<file path="config.mk">
export PLATFORM = sky130hd
export DESIGN_NAME = demux_rr_scheduler_flat
export DESIGN_NICKNAME = d
export VERILOG_FILES = /design/src/rtl/demux_rr_scheduler_if.sv /design/src/rtl/demux_rr_scheduler.sv /design/src/flat_wrapper.sv
export SDC_FILE = /design/constraint.sdc
export NUM_CORES = 1
export LEC_CHECK = 0
export CORE_MARGIN = 4
export CORE_UTILIZATION = 31
export DETAILED_ROUTE_END_ITERATION = 6
export DONT_BUFFER_PORTS = 1
export PLACE_DENSITY = 0.56
export SYNTH_ARGS = -nofsm -noshare
export SYNTH_HDL_FRONTEND = slang
export SYNTH_SLANG_ARGS = --single-unit
</file>
<file path="constraint.sdc">
create_clock -name clk -period 2.6 [get_ports clk]
set_clock_uncertainty 0.2 [all_clocks]
set_input_delay 0.65 -clock clk [delete_from_list [all_inputs] [get_ports clk]]
set_output_delay 0.65 -clock clk [all_outputs]
set_load 0.02 [all_outputs]
</file>
<file path="src/rtl/demux_rr_scheduler_if.sv">
// Handshake bundle between the word source, the scheduler and the four demux channels.
interface demux_rr_scheduler_if #(parameter int DW = 8);
  logic [3:0]    ch_en;
  logic          in_valid;
  logic          in_ready;
  logic [DW-1:0] in_data;
  logic [3:0]    out_ready;
  logic [3:0]    out_valid;
  logic [DW-1:0] out_data;
  logic          a;
  logic          b;
  logic          drop;
  logic [7:0]    drop_cnt;

  modport master (
    output ch_en, in_valid, in_data, out_ready,
    input  in_ready, out_valid, out_data, a, b, drop, drop_cnt
  );

  modport slave (
    input  ch_en, in_valid, in_data, out_ready,
    output in_ready, out_valid, out_data, a, b, drop, drop_cnt
  );
endinterface

</file>
<file path="src/rtl/demux_rr_scheduler.sv">
// Round-robin 1-to-4 demux sequencer: one-entry holding stage drives the select lines,
// bursts of BURST words per channel, stalled words are dropped after TIMEOUT cycles.
module demux_rr_scheduler #(
  parameter int DW      = 8,
  parameter int BURST   = 2,
  parameter int TIMEOUT = 16,
  parameter int CW      = 5
) (
  input  logic                  clk,
  input  logic                  rst_n,
  demux_rr_scheduler_if.slave   bus
);
  localparam int NCH = 4;
  localparam int BW  = (BURST > 1) ? $clog2(BURST) : 1;

  typedef enum logic {EMPTY = 1'b0, FULL = 1'b1} state_t;

  state_t        state;
  logic [1:0]    ptr;
  logic [1:0]    hold_sel;
  logic [DW-1:0] hold_data;
  logic [BW-1:0] burst_cnt;
  logic [CW-1:0] stall_cnt;
  logic [7:0]    drop_cnt_q;

  logic [1:0]    target;
  logic [1:0]    cand;
  logic          found;
  logic          full, fire, tmo, in_ready_w, accept;

  // First enabled channel at or after ptr, wrapping.
  always_comb begin
    target = ptr;
    found  = 1'b0;
    cand   = ptr;
    for (int k = 0; k < NCH; k++) begin
      cand = ptr + 2'(k);
      if (!found && bus.ch_en[cand]) begin
        target = cand;
        found  = 1'b1;
      end
    end
  end

  assign full       = (state == FULL);
  assign fire       = full & bus.out_ready[hold_sel];
  assign tmo        = full & ~fire & (stall_cnt == CW'(TIMEOUT - 1));
  assign in_ready_w = rst_n & (bus.ch_en != 4'b0) & (~full | fire | tmo);
  assign accept     = bus.in_valid & in_ready_w;

  assign bus.in_ready = in_ready_w;
  assign bus.drop     = rst_n & tmo;
  assign bus.drop_cnt = drop_cnt_q;
  assign bus.out_data = hold_data;
  assign bus.a        = hold_sel[1];
  assign bus.b        = hold_sel[0];

  for (genvar i = 0; i < NCH; i++) begin : g_ch
    assign bus.out_valid[i] = full & (hold_sel == 2'(i));
  end

  always_ff @(posedge clk) begin
    if (!rst_n) begin
      state      <= EMPTY;
      ptr        <= '0;
      hold_sel   <= '0;
      hold_data  <= '0;
      burst_cnt  <= '0;
      stall_cnt  <= '0;
      drop_cnt_q <= '0;
    end else begin
      if (accept) begin
        hold_data <= bus.in_data;
        hold_sel  <= target;
        state     <= FULL;
        stall_cnt <= '0;
        // Skipping a disabled pointer restarts the burst on the channel actually used.
        if (target != ptr) begin
          if (BURST == 1) begin
            ptr       <= target + 2'd1;
            burst_cnt <= '0;
          end else begin
            ptr       <= target;
            burst_cnt <= BW'(1);
          end
        end else if (burst_cnt == BW'(BURST - 1)) begin
          ptr       <= target + 2'd1;
          burst_cnt <= '0;
        end else begin
          burst_cnt <= burst_cnt + BW'(1);
        end
      end else if (fire | tmo) begin
        state     <= EMPTY;
        stall_cnt <= '0;
      end else if (full) begin
        stall_cnt <= stall_cnt + CW'(1);
      end

      if (tmo && drop_cnt_q != 8'hFF)
        drop_cnt_q <= drop_cnt_q + 8'd1;
    end
  end
endmodule

</file>
<file path="src/flat_wrapper.sv">
// flat-port wrapper written by rule: the top's interface ports become plain ports
module demux_rr_scheduler_flat 
#(
  parameter int DW      = 8,
  parameter int BURST   = 2,
  parameter int TIMEOUT = 16,
  parameter int CW      = 5
)
  (clk, rst_n, bus_ch_en, bus_in_valid, bus_in_data, bus_out_ready, bus_in_ready, bus_out_valid, bus_out_data, bus_a, bus_b, bus_drop, bus_drop_cnt);
  demux_rr_scheduler_if #(.DW(DW)) bus_i ();
  input  logic clk;
  input  logic rst_n;
  input wire logic [$bits(bus_i.ch_en)-1:0] bus_ch_en;
  input wire logic [$bits(bus_i.in_valid)-1:0] bus_in_valid;
  input wire logic [$bits(bus_i.in_data)-1:0] bus_in_data;
  input wire logic [$bits(bus_i.out_ready)-1:0] bus_out_ready;
  output wire logic [$bits(bus_i.in_ready)-1:0] bus_in_ready;
  output wire logic [$bits(bus_i.out_valid)-1:0] bus_out_valid;
  output wire logic [$bits(bus_i.out_data)-1:0] bus_out_data;
  output wire logic [$bits(bus_i.a)-1:0] bus_a;
  output wire logic [$bits(bus_i.b)-1:0] bus_b;
  output wire logic [$bits(bus_i.drop)-1:0] bus_drop;
  output wire logic [$bits(bus_i.drop_cnt)-1:0] bus_drop_cnt;
  assign bus_i.ch_en = bus_ch_en;
  assign bus_i.in_valid = bus_in_valid;
  assign bus_i.in_data = bus_in_data;
  assign bus_i.out_ready = bus_out_ready;
  assign bus_in_ready = bus_i.in_ready;
  assign bus_out_valid = bus_i.out_valid;
  assign bus_out_data = bus_i.out_data;
  assign bus_a = bus_i.a;
  assign bus_b = bus_i.b;
  assign bus_drop = bus_i.drop;
  assign bus_drop_cnt = bus_i.drop_cnt;
  demux_rr_scheduler #(.DW(DW), .BURST(BURST), .TIMEOUT(TIMEOUT), .CW(CW)) u_core (.clk(clk), .rst_n(rst_n), .bus(bus_i));
endmodule
</file>
* After elaboration in Yosys (flattened, before gate mapping)
Index checks and enable logic that the tools add are counted. Widths: inputs -> output; s select.
Word-level totals: input port bits 19, register bits 27, output and inout bits 24, word-level logic and storage cells 77
Cells by class: equality and inequality tests 6, magnitude comparators 5, reductions and logical operators 13, $add $sub $neg 7, multiplexer cells 22, bitwise gates (word level) 17
Operators with widths (count):
- $lt 2x3->1 const B | 5
- $mux 1 | 12
- $and 1x1->1 | 11
- $bmux 1 s2 | 5
- $mux 2 | 5
- $add 8x1->8 const B | 1
- $ne 8x8->1 const B | 1
- $add 5x1->5 const B | 1
- $eq 5x4->1 const B | 1
- $add 2x1->2 const B | 2
- $add 2x2->2 const B | 2
- $eq 2x2->1 const B | 2
- $logic_and 1x1->1 | 4
- $reduce_bool 2->1 | 2
- $reduce_bool 4->1 | 1
- $logic_not 1->1 | 3
- $not 1->1 | 3
- $or 1x1->1 | 3
- $reduce_or 3->1 | 1
- $eq 2x1->1 const B | 1
- $logic_not 2->1 | 1
- $ne 2x2->1 | 1
- $reduce_and 2->1 | 1
- $add 1x1->1 const B | 1

* Depth between registers and ports, before layout
depth after elaboration 15, depth in mapped cells 8, depth with buffers taken out 8

* Worst setup path before layout
OpenSTA, ideal clock, no wires.
path type in2out, start input port bus_out_ready[3], end output port bus_drop, stages on the path 3, buffers on the path 0, arrival 1.605 ns, slack 0.145 ns, required time 1.750 ns, path through mux4_2 -> nor2_4 -> and2_2
On the way: longest elaborated chain between the ends 7
RTL lines:
- start: declaration | RTL line flat_wrapper.sv:16 | input wire logic [$bits(bus_i.out_ready)-1:0] bus_out_ready;
- $bmux 1 s2 | RTL line demux_rr_scheduler.sv:46 | assign fire = full & bus.out_ready[hold_sel];
- $mux 1 (implied by the code) | RTL line demux_rr_scheduler.sv:46
- $and 1x1->1 | RTL line demux_rr_scheduler.sv:46
- $not 1->1 | RTL line demux_rr_scheduler.sv:47 | assign tmo = full & ~fire & (stall_cnt == CW'(TIMEOUT - 1));
- $and 1x1->1 (2 in a row) | RTL line demux_rr_scheduler.sv:47
- $and 1x1->1 | RTL line demux_rr_scheduler.sv:52 | assign bus.drop = rst_n & tmo;
- end: declaration | RTL line flat_wrapper.sv:22 | output wire logic [$bits(bus_i.drop)-1:0] bus_drop;
No other way between the ends. The select of a mux whose other input is x is not followed.

* Worst setup path after layout
start register u_core.hold_sel[0], end output port bus_in_ready
On the way: longest elaborated chain between the ends 8, elaborated cells on any way between the ends 9, those cells by class mux (2); bitwise (7)
RTL lines:
- start: declaration | RTL line demux_rr_scheduler.sv:20 | logic [1:0] hold_sel;
- start signal: assignment | RTL line demux_rr_scheduler.sv:74 | hold_sel <= target;
- $bmux 1 s2 * | RTL line demux_rr_scheduler.sv:46
- $mux 1 (implied by the code) * | RTL line demux_rr_scheduler.sv:46
- $and 1x1->1 * | RTL line demux_rr_scheduler.sv:46
- $not 1->1 | RTL line demux_rr_scheduler.sv:47
- $and 1x1->1 (2 in a row) | RTL line demux_rr_scheduler.sv:47
- $or 1x1->1 * | RTL line demux_rr_scheduler.sv:48 | assign in_ready_w = rst_n & (bus.ch_en != 4'b0) & (~full | fire | tmo);
- $and 1x1->1 * | RTL line demux_rr_scheduler.sv:48
- end: declaration | RTL line flat_wrapper.sv:17 | output wire logic [$bits(bus_i.in_ready)-1:0] bus_in_ready;
Mark *: on every way between the ends. The rest lies on a longest branch, timed or not. The select of a mux whose other input is x is not followed.

==> results.md <==
- Status: completed
- Die Span X: slightly below 80 µm
- Multi-input logic area: ~890 µm²
- Largest net degree at the start of global routing: 27
- Die ar.: approximately 6000 µm²
- I/O Buffers: 0
- H-tree depth: 1
- Final hold slack: between 0.2 and 0.3 ns
- Commonest non-fill, non-tap cell in the layout: nand2_1
- Root Driver: clkbuf_8
- Crit path kind: flop to output port
- Met1 GRT Util: 0.133
- ANT nets after route: 0
- Fill cells: around 490
- Via count: between 1000 and 1500
- Remaining global-route overflow: 0
- Vias per cell: roughly 5.0
- Peak VDD IR: ~190 µV
- Fraction of layout cells with a size suffix above 1: 0.130
- Final hold vios: 0
- P per Cell Area: 530 nW/µm²
- Crit end category: output port
- FFs w/ async S/R, synth: 0
- CTS sink count: 27
- Layout net count: 207
- TritonCTS clock tree: built
- HPWL Detailed: roughly 2.2 mm
- Die Y: around 78 µm
- Max Slew Vio Count: 0
- Initial drt markers: between 40 and 50
- Clock Path Buffers: 2
- Vias in the first global route: roughly 1100
- Top FF cell, synth: dfxtp_1
- Most frequent cells in the layout: nand2_1 (32), dfxtp_1 (27), o21ai_0 (14), nor2_1 (10), and2_1 (7)
- Total routed wirelength: 3.01 mm
- Synth Register Bits: 27
- Final setup fails: 0
- Syn_nets: roughly 210
- DRT Pass-1 Iters: 4
- Initial Utilization: 0.319
- Synth warn: 0
- Fin crit period: roughly 2.5 ns
- Max Fclk: 0.401 GHz
- Tcrit/Tclk final: 0.959
- Number of max-cap violations: 0
- Register area: ~540 µm²
- RSZ-0062 raised after global routing: false
- Seq/Total Area, Yosys: 0.361
- Core footprint: roughly 4700 µm²
- Routing usage on met3: 0.0209
- WP data required: 1.75 ns
- Most crowded layer after global routing: met2
- GPL Wtd Cong: roughly 0.74
- # diodes: 0
- DRC violations left: 0
- Mapped Area: 1500 µm²
- First-pass GRT wire length: approximately 5.2 mm
- Avg WL per Cell: 12.6 µm
- Setup TNS: 0 ns
- Worst-path clk slew: ~0.090 ns
- Worst slew margin: 0.669
- Worst Tran Pin Value: a little under 0.5 ns
- CP Max Fanout: 2
- TritonCTS Buffers: 3
- Num ports: between 40 and 50
- Synth unique cells: 46
- Worst EP arrival: between 1.5 and 2 ns
- Clk_lat worst skew: 0.26 ns
- Syn avg cell area: between 8 and 9 µm²
- HP Class: primary input to flop
- Global Route Usage Sum: 0.103
- Initial antenna violation count: 0
- Startpoint Class: flop
- Post-Syn Instances: 186
- Area delta synth->final: 7.69%
- Site row count: 25
- Met2 Track Usage GR: 0.168
- Number of flops mapped to enable cells by yosys: 0
- Leak Pwr: a little under 0.6 nW
==> cell families (layout without fill, tap and decap cells) <==
family,after synthesis,count (layout),share of synthesized area
and+or+nand+nor,90,90,0.329
AOI/OAI and AO/OA,38,38,0.163
DFF,27,27,0.361
buffers and inverters,17,15,0.0468
xor gates and xnor gates,8,8,0.0468
adders and majority gates,3,3,0.0251
muxes,3,3,0.0284
==> state kept, by name, summed over array words and instances, names as in the netlist <==
signal,cells
u_core.bus.drop_cnt,8
u_core.bus.out_data,8
u_core.stall_cnt,5
u_core.hold_sel,2
u_core.ptr,2
u_core.burst_cnt,1
u_core.full,1
==> where the power goes <==
part	leakage [nW]	internal, W	switching [W]
clock	0.0217	0.000108	0.000128
sequential	0.220	0.000438	0.0000423
combinational	0.345	0.0000660	0.0000726
==> path summary, 6_finish.rpt <==
| path | start | end | slack, ns | depth (start not counted) |
|---|---|---|---|---|
| worst min register to register | u_core.burst_cnt$_SDFFE_PN0P_ | u_core.burst_cnt$_SDFFE_PN0P_ | 0.29 | 1 |
| worst max-delay path | u_core.hold_sel[0]$_SDFFE_PN0P_ | bus_in_ready | 0.11 | 3 |
| worst max register to register | u_core.stall_cnt[0]$_SDFFE_PP0P_ | u_core.ptr[1]$_SDFFE_PN0P_ | 0.44 | 8 |
| worst min-delay path | bus_in_data[4] | u_core.bus.out_data[4]$_SDFFE_PN0P_ | 0.28 | 2 |
==> synthesized netlist by cell type (4+ instances only) <==
| cell | n | share of area |
|---|---|---|
| and2_1 | 7 | 0.029 |
| nor2_1 | 10 | 0.025 |
| nand4_1 | 5 | 0.021 |
| or2_2 | 4 | 0.017 |
| inv_1 | 5 | 0.013 |
| clkbuf_1 | 7 | 0.018 |
| xnor2_1 | 6 | 0.035 |
| nand2b_1 | 5 | 0.021 |
| nand2_1 | 32 | 0.080 |
| a21oi_1 | 5 | 0.017 |
| o21ai_0 | 14 | 0.047 |
| buf_2 | 4 | 0.013 |
| dfxtp_1 | 27 | 0.36 |
==> through the flow <==
step                      cell area, µm²  power, W   util  setup slack [ns]  std cells
after global routing                1610  0.000906  0.344            0.0347        238
after CTS                           1610  0.000869  0.343             0.101        238
after floorplan                     1500  0.000606      -             0.145        186
after global placement              1550  0.000626  0.331            0.0622        233
final                               1610  0.000855  0.344             0.107        238
after detailed placement            1550  0.000627  0.331            0.0502        233
==> routing by layer <==
metal	wire (µm)	part of all wire
met5	0	0
met4	39	0.013
met3	177	0.059
met1	1440	0.48
met2	1350	0.45
==> final cells by class <==
class                      instances  area share
inverter                           5      0.0116
multi-input combinational        142       0.553
tap                               54      0.0419
clock buffer                       3      0.0256
clock inverter                     1     0.00465
timing repair buffer               6      0.0279
sequential                        27       0.335
==> worst max-delay path, cell delays in order, from the launching register on <==
cell and delay [ns]:
dfxtp_1 0.36, mux4_2 0.58, nor3b_4 0.28, nor2_1 0.16
==> repair_timing <==
item,in CTS,in global routing
hold buffers,0,0
gates cloned,0,0
gates resized for setup,0,1
setup endpoints to repair,1,2
setup buffers,1,0
pin swaps,1,0
Power figures use the tool's default switching activity.
==> patch 1 (same settings) <==
`TIMEOUT` is set to 16 in 2 places; all go to 12.
--- a/src/rtl/demux_rr_scheduler.sv
+++ b/src/rtl/demux_rr_scheduler.sv
@@ -4,5 +4,5 @@
   parameter int DW      = 8,
   parameter int BURST   = 2,
-  parameter int TIMEOUT = 16,
+  parameter int TIMEOUT = 12,
   parameter int CW      = 5
 ) (
--- a/src/flat_wrapper.sv
+++ b/src/flat_wrapper.sv
@@ -4,5 +4,5 @@
   parameter int DW      = 8,
   parameter int BURST   = 2,
-  parameter int TIMEOUT = 16,
+  parameter int TIMEOUT = 12,
   parameter int CW      = 5
 )
Behaviour: no difference found for any inputs over 10 cycles, from zero or initial values and one cycle with rst_n low; that may be too few to reach the edited logic, so the function may still have changed.
==> patch 1 against the original RTL <==
  * Wire length increased by 10%
  * Sequential cell count is the same
  * Total power is 0.11% higher
  * Design area up 4.0%
  * Maximum frequency grew 1.1%
  * Synthesized area up 5.6%
  * Register-to-register slack worse by 0.22 ns
  * Cell count grew 7.1%
  * Non-clock buffer count shrank 1
  * Worst setup slack better by 0.027 ns
  * Critical endpoint unchanged
  * Largest cell class unchanged
==> patch 1: results (changes against the original RTL) <==
status -> completed
sequential element share of the synthesized area -> 34.18% (-1.9 points)
Critical Path AT -> 1.62 ns (-0.02 ns)
post-CTS sizing -> 0 (unchanged)
Setup TNS -> 0 ns (unchanged)
Worst Path Max Fanout -> 4 (+2)
library cells used by synthesis -> 50 (+8.7%)
placed cell area -> 0.001632 sq mm (+5.2%)
Worst-path clk slew -> 0.10 ns
Num CTS Buffers -> 3 (unchanged)
Worst VDD drop -> 0.2711 mV (+41%)
ranking of synthesized cells by area -> dfxtp_1 (34%), nand2_1 (7.6%), nor2_1 (4.0%), mux2i_1 (3.2%), o21ai_1 (2.8%)
antenna cell count -> 0 (unchanged)
leakage power -> 0.6102 nW (+4.0%)
share of cells above drive strength 1 -> 12.23% (-0.81 points)
syn nets -> 213 (+2.4%)
MaxCap Viol Count -> 0 (unchanged)
vias in the first global route -> 1157 (+3.3%)
Worst-Margin Slew -> 0.6114 ns (+0.1195 ns)
first-pass GRT wire length -> 5533 um (+5.7%)
buffer depth of the longest clock path -> 2 (unchanged)
DR vias/cell -> 5.102 (+2.2%)
ys async rst share -> 0% (unchanged)
worst reg-to-reg path cell count -> 7 (-1)
worst hold path class -> in -> reg
number of H-tree levels -> 1 (unchanged)
later-pin clock latency in the skew report -> 0.27 ns
Starting DRT DRC Count -> 104 (+110%)
top post-synthesis cells by count -> nand2_1 (32), dfxtp_1 (27), nor2_1 (17)
worst hold path stage count -> 2 (unchanged)
largest net degree at the start of global routing -> 31 (+15%)
Total Wirelength -> 3315 um (+10%)
Most used DFF post-synth -> dfxtp_1
grt total ovfl -> 0 (unchanged)
RePlAce Congestion -> 0.7534 (+2.5%)
All-Layer GR Usage -> 10.77% (+0.43 points)
Warnings, synthesis -> 0 (unchanged)
post-DP HPWL -> 2372 um (+7.2%)
postcts setup bufs -> 0 (-1)
DRT Pass-1 Iters -> 4 (unchanged)
Internal Power -> 0.6069 mW (-0.88%)
[patch 1: cell types whose count changed in the layout (fill, tap and decap cells not counted), moves of 4 or more]
cell and delta:
o21ai_0 -9, nor2_1 +7, o21ai_1 +7, and2_1 -5, inv_1 +4, or2_2 -4, xnor2_1 -4
[patch 1: per-layer routing]
| metal | track usage (%) | share of wire (%) | vias up |
|---|---|---|---|
| met5 | 0 | 0 | - |
| met4 | 2.577 | 0.60 | 0 |
| met3 | 3.612 | 7.4 | 2 |
| met2 | 16.19 | 43 | 38 |
| met1 | 14.79 | 49 | 590 |
| li1 | - | - | 671 |
[patch 1: final timing paths]
kind                             to                 from  slack [ns]
max                    bus_in_ready  u_core.stall_cnt[0]        0.13
min          u_core.bus.out_data[7]       bus_in_data[7]        0.29
max reg2reg           u_core.ptr[0]  u_core.stall_cnt[0]        0.22
min reg2reg        u_core.burst_cnt     u_core.burst_cnt        0.31
[patch 1: kinds of logic (layout without fill, tap and decap cells)]
family                   after synthesis  after routing  share of synthesized area [%]
multiplexers                           9              9                          6.962
flip-flops                            27             27                          34.18
AO/OA/AOI/OAI                         45             45                          21.20
adder cells (fa/ha/maj)                2              2                          1.582
XOR/XNOR                               5              5                          2.769
AND/OR/NAND/NOR                       82             82                          26.66
buffers and inverters                 22             18                          6.646
[patch 1: metrics by stage]
stage	hold slack (ns)	util, %	std cells	power, mW	setup WS (ns)
2_1_floorplan	0.2600	-	192	0.6121	0.2744
3_3_place_gp	0.2831	33.87	251	0.6204	0.2724
3_5_place_dp	0.2888	33.87	251	0.6218	0.2561
4_1_cts	0.2818	34.83	255	0.8664	0.1172
5_1_grt	0.2824	34.83	255	0.9037	0.02929
6_report	0.2908	34.83	255	0.8564	0.1344
[patch 1: power groups by stage]
| stage | clock (mW) | combinational, mW | sequential, mW |
|---|---|---|---|
| final | 0.244 | 0.133 | 0.479 |
| after CTS | 0.254 | 0.134 | 0.479 |
| after global placement | 0 | 0.132 | 0.488 |
| after detailed placement | 0 | 0.134 | 0.488 |
| after global routing | 0.272 | 0.148 | 0.484 |
| after floorplan | 0 | 0.139 | 0.473 |
[patch 1: layout make-up]
| type | count | area, sq um |
|---|---|---|
| Clock buffer | 3 | 41.29 |
| Clock inverter | 1 | 5.005 |
| Fill cell | 510 | 3139 |
| Inverter | 9 | 33.78 |
| Multi-Input combinational cell | 143 | 935.9 |
| Sequential cell | 27 | 540.5 |
| Tap cell | 67 | 83.83 |
| Timing Repair Buffer | 5 | 37.54 |
[patch 1: worst max-delay path: stages (launching register included)]
cell	delay, ns
dfxtp_1	0.38
ha_1	0.20
and4bb_2	0.33
nor3_4	0.07
nor2_1	0.36
==> patch 2 (same settings) <==
Made on the original files. Make the reset (`rst_n`) asynchronous in one clocked block.
--- a/src/rtl/demux_rr_scheduler.sv
+++ b/src/rtl/demux_rr_scheduler.sv
@@ -60,5 +60,5 @@
   end
 
-  always_ff @(posedge clk) begin
+  always_ff @(posedge clk or negedge rst_n) begin
     if (!rst_n) begin
       state      <= EMPTY;
Formal check against the unedited RTL: differs if rst_n is asserted again (counterexample within 4 cycles, from zero or initial values and one cycle with rst_n low); with rst_n held inactive, the same outputs for 10 cycles.
==> patch 2 against the original RTL <==
  * The flow now finishes with violations (negative setup slack)
  * Wire length increased by 8.7%
  * Worst setup slack got worse by 0.21 ns
  * Utilization increased by 3.5 points
  * Non-clock buffer count increased by 9
  * Global-route usage increased by 0.97 points
  * Synthesized area increased by 4.8%
  * Design area increased by 13%
  * Synthesized cell count decreased by 23%
  * Sequential cell count unchanged
  * Largest cell class unchanged
Power is not compared: it rests on default switching activity, and its combinational part moved more than twofold at a synthesized area within 25%.
==> patch 2: results (changes against the original RTL) <==
status -> finished, violations left
violated checks -> negative setup slack
Critical Path AT -> 1.85 ns (+0.21 ns)
#MultiIn Comb -> 104 (-27%)
postcts setup bufs -> 3 (+2)
# hold bufs at CTS -> 2 (+2)
# fillers -> 507 (+2.6%)
CTS Sinks -> 27 (unchanged)
Clock-cell share -> 2.536% (-0.49 points)
RePlAce Congestion -> 0.7572 (+3.0%)
multiplexer share of the synthesized area -> 11.48% (+8.6 points)
vias in the first global route -> 1267 (+13%)
Setup WS post-layout -> -0.1043 ns (-0.2117 ns)
IO buf count -> 0 (unchanged)
Reg2Reg Setup Slack -> 0.14 ns (-0.30 ns)
worst hold path stage count -> 1 (-1)
Reg-to-Reg Start -> u_core.stall_cnt[0]
Reg-to-Reg End -> u_core.bus.out_data[3]
DR vias/cell -> 5.123 (+2.6%)
Top delay family on crit path -> simple AND/OR/NAND/NOR gates
number of H-tree levels -> 1 (unchanged)
FF/Latch Area -> 675.6 sq um (+25%)
share of cells above drive strength 1 -> 33.33% (+20 points)
multi-input logic area -> 868.3 sq um (-2.7%)
Starting DRT DRC Count -> 28 (-43%)
ranking of synthesized cells by area -> dfrtp_1 (43%), mux2_2 (8.6%), xnor2_1 (3.9%), mux4_2 (2.9%), nor2_1 (2.6%)
first-pass GRT wire length -> 5816 um (+11%)
post-CTS sizing -> 6 (+6)
Most used DFF post-synth -> dfrtp_1
Finish-stage setup viols -> 1 (+1)
Synth Area in Compound Gates -> 16.11% (-0.18 points)
Worst-Margin Slew -> 0.4260 ns (-0.06589 ns)
worst hold slack -> 0.3309 ns (+0.04697 ns)
Non-clk bufs -> 15 (+9)
worst reg-to-reg path cell count -> 9 (+1)
post-synthesis adder-cell area fraction -> 2.392% (-0.11 points)
Inverters excl. clock -> 3 (-2)
hold path startpoint -> bus_in_data[1]
Avg WL per Cell -> 14.85 um (+18%)
DRT Pass-1 Iters -> 4 (unchanged)
post-DP HPWL -> 2407 um (+8.8%)
Nets -> 176 (-15%)
library cells used by synthesis -> 47 (+2.2%)
top post-synthesis cells by count -> dfrtp_1 (27), mux2_2 (12), nor2_1 (11)
All-Layer GR Usage -> 11.31% (+0.97 points)
Slowest cell on crit path -> dfrtp_1
sequential element share of the synthesized area -> 43.06% (+7.0 points)
ys async rst share -> 100.0% (+100 points)
leakage power -> 0.7473 nW
Crit path largest cell delay -> 0.41 ns (-0.17 ns)
Synth Area in XOR/XNOR -> 5.582% (+0.90 points)
largest net degree at the start of global routing -> 28 (+3.7%)
syn nets -> 166 (-20%)
Layout non-clock buf frac -> 7.676% (+4.9 points)
Hold Path End -> u_core.bus.out_data[1]
patch 2: changes by cell type in the layout (fill, tap and decap cells not counted), moves of 3 or more:
cell	change
dfrtp_1	+27
dfxtp_1	-27
nand2_1	-25
mux2_2	+12
and2_1	-7
o21ai_0	-7
buf_4	+6
a211oi_1	-3
nand4_1	-3
or2_2	-3
patch 2: logic make-up after synthesis:
group	Yosys count
flip-flops	27
AND/OR/NAND/NOR	47
AO/OA/AOI/OAI	30
XOR/XNOR	10
buffers and inverters	13
multiplexers	14
adder cells (fa/ha/maj)	3
patch 2: worst max-delay path by stage:
stage	end	slack, ns	cells after the start	startpoint
5_1_grt	bus_in_ready	-0.16	6	u_core.stall_cnt[0]
3_5_place_dp	bus_in_ready	0.04	6	u_core.stall_cnt[0]
2_1_floorplan	bus_drop	0.03	2	bus_out_ready[3]
6_report	bus_in_ready	-0.10	6	u_core.stall_cnt[0]
4_1_cts	bus_in_ready	-0.1	6	u_core.stall_cnt[0]
3_3_place_gp	bus_in_ready	0.10	6	u_core.stall_cnt[0]
patch 2: stage by stage:
stage | setup slack (ns) | util, % | instances | cell area (sq um)
2_1_floorplan | 0.02659 | - | 144 | 1579
3_3_place_gp | 0.1004 | 35.12 | 210 | 1692
3_5_place_dp | 0.04333 | 35.12 | 210 | 1692
4_1_cts | -0.09986 | 37.74 | 219 | 1818
5_1_grt | -0.1631 | 37.90 | 220 | 1826
6_report | -0.1043 | 37.90 | 220 | 1826
patch 2: routing by layer:
layer / share of wire, % / up-vias / GRT usage [%]
li1: - / 541 / -
met3: 7.9 / 2 / 3.515
met5: 0 / - / 0
met1: 44 / 550 / 14.74
met4: 0.31 / 0 / 2.405
met2: 48 / 34 / 18.43
